--- src/rtl/fifo_pkg.sv ---
// Shared FIFO definitions for the read and write pointer domains.
// Holds the default depth and the pointer address-width derivation.
package fifo_pkg;

   localparam int unsigned FIFO_DEPTH_DEF = 50;

   // The address must also hold the value FIFO_DEPTH so that a full level can be reported.
   function automatic int unsigned addr_width(int unsigned depth);
      return $clog2(depth + 1);
   endfunction

endpackage

--- src/rtl/fifo_mod_ptr.sv ---
// Mod-DEPTH address counter with a wrap bit, shared by the read and write sides.
// Output is {wrap, addr}; the wrap bit toggles each time the address rolls over.
module fifo_mod_ptr
   import fifo_pkg::*;
#(
   parameter int unsigned DEPTH = FIFO_DEPTH_DEF,
   parameter int unsigned AW    = addr_width(DEPTH)
) (
   input  logic          clk_i,
   input  logic          rst_i,
   input  logic          inc_i,
   output logic [AW:0]   ptr_o
);

   logic [AW-1:0] addr_q, addr_d;
   logic          wrap_q, wrap_d;
   logic          last;

   assign last = (addr_q == AW'(DEPTH - 1));

   always_comb begin
      addr_d = addr_q;
      wrap_d = wrap_q;
      if (inc_i) begin
         if (last) begin
            addr_d = '0;
            wrap_d = ~wrap_q;
         end else begin
            addr_d = addr_q + 1'b1;
         end
      end
   end

   always_ff @(posedge clk_i) begin
      if (rst_i) begin
         addr_q <= '0;
         wrap_q <= 1'b0;
      end else begin
         addr_q <= addr_d;
         wrap_q <= wrap_d;
      end
   end

   assign ptr_o = {wrap_q, addr_q};

endmodule

--- src/rtl/fifo_wr_ctrl.sv ---
// Write-side controller of an asynchronous FIFO: write pointer, full/level/almost-full
// flags against the synchronised read pointer, and a sticky overflow flag.
module fifo_wr_ctrl
   import fifo_pkg::*;
#(
   parameter int unsigned FIFO_DEPTH = FIFO_DEPTH_DEF,
   parameter int unsigned AF_THRESH  = FIFO_DEPTH - 2,
   localparam int unsigned ADDR_WIDTH = $clog2(FIFO_DEPTH + 1)
) (
   input  logic                  clkw_i,
   input  logic                  rst_i,
   input  logic                  wren_i,
   input  logic [ADDR_WIDTH:0]   rd_ptr_i,
   input  logic                  ovf_clr_i,
   output logic [ADDR_WIDTH:0]   wr_ptr_o,
   output logic [ADDR_WIDTH-1:0] wr_ptr_buff_o,
   output logic                  buff_we_o,
   output logic                  full_o,
   output logic                  almost_full_o,
   output logic [ADDR_WIDTH-1:0] level_o,
   output logic                  overflow_o
);

   localparam logic [ADDR_WIDTH-1:0] DepthW = ADDR_WIDTH'(FIFO_DEPTH);
   localparam logic [ADDR_WIDTH-1:0] AfW    = ADDR_WIDTH'(AF_THRESH);

   logic [ADDR_WIDTH:0]   wr_ptr;
   logic [ADDR_WIDTH-1:0] wr_addr, rd_addr;
   logic                  wrap_eq;
   logic                  overflow_q, overflow_d;

   fifo_mod_ptr #(
      .DEPTH (FIFO_DEPTH),
      .AW    (ADDR_WIDTH)
   ) u_wr_ptr (
      .clk_i (clkw_i),
      .rst_i (rst_i),
      .inc_i (buff_we_o),
      .ptr_o (wr_ptr)
   );

   assign wr_addr = wr_ptr[ADDR_WIDTH-1:0];
   assign rd_addr = rd_ptr_i[ADDR_WIDTH-1:0];
   assign wrap_eq = (wr_ptr[ADDR_WIDTH] == rd_ptr_i[ADDR_WIDTH]);

   always_comb begin
      full_o = ~wrap_eq && (wr_addr == rd_addr);
      // Addresses count mod FIFO_DEPTH, so a crossed wrap adds FIFO_DEPTH back.
      if (wrap_eq) begin
         level_o = wr_addr - rd_addr;
      end else begin
         level_o = DepthW - rd_addr + wr_addr;
      end
      almost_full_o = (level_o >= AfW);
      buff_we_o     = wren_i & ~full_o;
   end

   // Set takes priority over clear.
   always_comb begin
      overflow_d = overflow_q;
      if (ovf_clr_i) begin
         overflow_d = 1'b0;
      end
      if (wren_i && full_o) begin
         overflow_d = 1'b1;
      end
   end

   always_ff @(posedge clkw_i) begin
      if (rst_i) begin
         overflow_q <= 1'b0;
      end else begin
         overflow_q <= overflow_d;
      end
   end

   assign wr_ptr_o      = wr_ptr;
   assign wr_ptr_buff_o = wr_ptr[ADDR_WIDTH-1:0];
   assign overflow_o    = overflow_q;

endmodule

--- config.mk ---
export PLATFORM = sky130hd
export DESIGN_NAME = fifo_wr_ctrl
export DESIGN_NICKNAME = d
export VERILOG_FILES = /design/src/rtl/fifo_pkg.sv /design/src/rtl/fifo_mod_ptr.sv /design/src/rtl/fifo_wr_ctrl.sv
export SDC_FILE = /design/constraint.sdc
export NUM_CORES = 1
export LEC_CHECK = 0
export ABC_CLOCK_PERIOD_IN_PS = 3800
export CAP_MARGIN = 20
export CORE_MARGIN = 4
export CORE_UTILIZATION = 44
export DETAILED_ROUTE_END_ITERATION = 10
export GPL_TIMING_DRIVEN = 0
export HOLD_SLACK_MARGIN = 0.03
export PLACE_DENSITY = 0.78
export SYNTH_ARGS = -nofsm -noshare
export SYNTH_HDL_FRONTEND = slang
export SYNTH_HIERARCHICAL = 1
export SYNTH_SLANG_ARGS = --single-unit
--- constraint.sdc ---
create_clock -name clkw_i -period 3.8 [get_ports clkw_i]
set_clock_uncertainty 0.2 [all_clocks]
set_input_delay 0.76 -clock clkw_i [delete_from_list [all_inputs] [get_ports clkw_i]]
set_output_delay 0.76 -clock clkw_i [all_outputs]
set_load 0.1 [all_outputs]
==> impl_metrics.tcl <==
set metrics [dict create \
    cts-htree-levels 1 \
    drcViolationCount 0 \
    design_area_um2 1540 \
    timing_hold_violations_final 0 \
    end_kind "output pin" \
    netlist.area_leader.share_pct 17.2 \
    grt_pass1_vias 906 \
    setup_tns_ps -39.1 \
    clk_path_buf_depth 2 \
    use_met2_pct 36.1 \
    vias 878 \
    min_path_type "reg -> reg" \
    fin_crit_ps 3820 \
    io_buffers 33 \
    netlist_area_um2 948 \
    cp_max_fo 2 \
    fp-row-count 16 \
    max-cap-violations 0 \
    drtIter0Drc 6 \
    clk_pin_slew_ps 60 \
    nets 184 \
    startpoint "rd_ptr_i[3]" \
    start_util_pct 47.4 \
    cts_made_buffers 3 \
    wl_per_cell_um 13.5 \
    dieArea_um2 2960 \
    grt_util_all_layers_pct 18.9 \
    drt_wl_total_um 2460 \
    antenna_found_initial 0 \
    ant_nets 0 \
    dominantRegCellSynth "dfxtp_1" \
    finalCritPeriodShare_pct 101 \
    syn_inst 113 \
    cts_tree "done" \
    viasPerCell 4.82 \
    gp_congestion 0.798 \
    detailed_place_hpwl_um 1870 \
    p_per_area_nw_per_um2 305 \
    grt_use_met1_pct 20.6 \
    die_w_um 54.4 \
    worst_ir_drop_vdd_mv 0.269 \
    die_h_um 54.4 \
    busiest_layer "met2" \
    yosysSeqAreaShare_pct 16.9 \
    yosysWarnings 6 \
    p_leak_nw 0.636 \
    clk_latency_ps 250 \
    synth_edf_count 0 \
    violations "setup timing" \
    pin_count 34 \
    maxSlewViolCount 0 \
    syn-num-nets 141 \
    rr_startpoint "u_wr_ptr/addr_q[3]" \
    crit_required_ps 2840 \
    syn2layout_area_growth_pct 62.5 \
    postSynthAreaPerCell_um2 8.39 \
    synth-seq-cells 8 \
    drive_above_1_share_pct 37.4 \
    synth_area_leaders "ha_1 (17%), dfxtp_1 (17%), fa_1 (8.4%)" \
    cts_root_buf "clkbuf_4" \
    grt_pass1_wl_um 3990 \
    yosysMostFrequentCell "inv_1" \
    drtPass1Iterations 3 \
    clock-sinks 8 \
    async_reset_ff_share_pct 0 \
    ys_types 29 \
    max_slew_margin_pct 34.3 \
    antenna_cells 0 \
    timing.fmax_mhz 262 \
    overflow 0 \
    grt_max_degree 9 \
    fp.coreArea_um2 2000 \
    arrival_ps 2860 \
    hp-start "u_wr_ptr/wrap_q" \
    use_met3_pct 3.27 \
    placed_cell_area_um2 1420 \
    crit_type "in -> out" \
    nFillCells 135 \
    yosysTopAreaCell "ha_1" \
    setup_slack_ps -21.3 \
    start_kind "input pin" \
    final-setup-viol-count 2 \
    rsz0062_at_grt "true" \
    tightest_slew_ps 982 \
    outcome "finished with violations" \
    synth_common_cells "inv_1 (17), ha_1 (13), nor2_1 (9)" \
]
-- area by class of cell --
cell class,count,area [µm²],share of cell area (%)
multi-input combinational,80,778,50.5
timing repair buffer,38,388,25.2
buffer,8,63.8,4.14
sequential,8,171,11.1
tap,27,33.8,2.19
clock buffer,4,26.3,1.70
inverter,17,80.1,5.19
-- state kept, by name, summed over array words and instances (netlist names) --
name	count
u_wr_ptr/addr_q	6
overflow_o	1
u_wr_ptr/wrap_q	1
-- logic make-up after synthesis --
family,share of synthesized area (%)
AO/OA/AOI/OAI,13.2
adder cells (fa/ha/maj),25.6
multiplexers,1.19
flip-flops,16.9
buffers and inverters,13.1
AND/OR/NAND/NOR,17.3
XOR/XNOR,12.8
-- per-layer routing --
| metal | share of wire, % | vias up |
|---|---|---|
| li1 | - | 448 |
| met1 | 40 | 411 |
| met2 | 56 | 17 |
| met3 | 3.2 | 2 |
| met4 | 0.49 | 0 |
| met5 | 0 | - |
-- worst max-delay path: stages --
cell	delay (ps)
clkdlybuf4s15_1	210
inv_1	70
ha_2	180
inv_2	40
fa_1	540
buf_4	130
xor2_1	170
mux2_2	200
clkdlybuf4s15_2	550
-- metrics by stage --
stage                     power [W]  worst slack [ps]  cells  util (%)  hold slack [ps]
final                      0.000470             -21.3    182      77.0              296
after detailed placement   0.000385             -1520    173      71.1              291
after global placement     0.000381             -1480    173      71.1              273
after CTS                  0.000470             -49.3    181      76.0              299
after floorplan            0.000321              -468    113         -              252
after global routing       0.000492             -99.2    182      77.0              323
-- repair_timing --
action / 4_1_cts / 5_1_grt
setup endpoints to repair: 8 / 4
hold buffers: 0 / 0
gates resized for setup: 56 / 12
buffers inserted: 4 / 1
pin swaps: 5 / 4
-- power by group --
group	internal [W]	leakage [nW]	switching [W]
sequential	0.0000864	0.0677	0.00000664
combinational	0.0000975	0.554	0.000210
clock	0.0000402	0.0150	0.0000295
total	0.000224	0.636	0.000246
-- cell usage in the layout, fill, tap and decap left out, types with 3 or more instances in the layout --
master and n:
clkdlybuf4s50_1 20, buf_4 12, inv_1 11, xor2_1 8, nor2_1 8, ha_1 8, nand2_1 6, a21oi_1 6
inv_2 4, clkdlybuf4s15_2 4, o21ai_0 3, xnor2_1 3, a21oi_2 3, fa_1 3, ha_4 3, clkbuf_4 3
buf_12 3, dfxtp_1 3, dfxtp_2 3
-- path summary, 6_finish.rpt --
kind / cells after the start / to / slack (ps)
max reg2reg: 8 / u_wr_ptr/addr_q[1] / 1420
min reg2reg: 2 / u_wr_ptr/wrap_q / 300
max: 9 / level_o[4] / -20
min: 2 / u_wr_ptr/wrap_q / 300
Power figures use the tool's default switching activity.
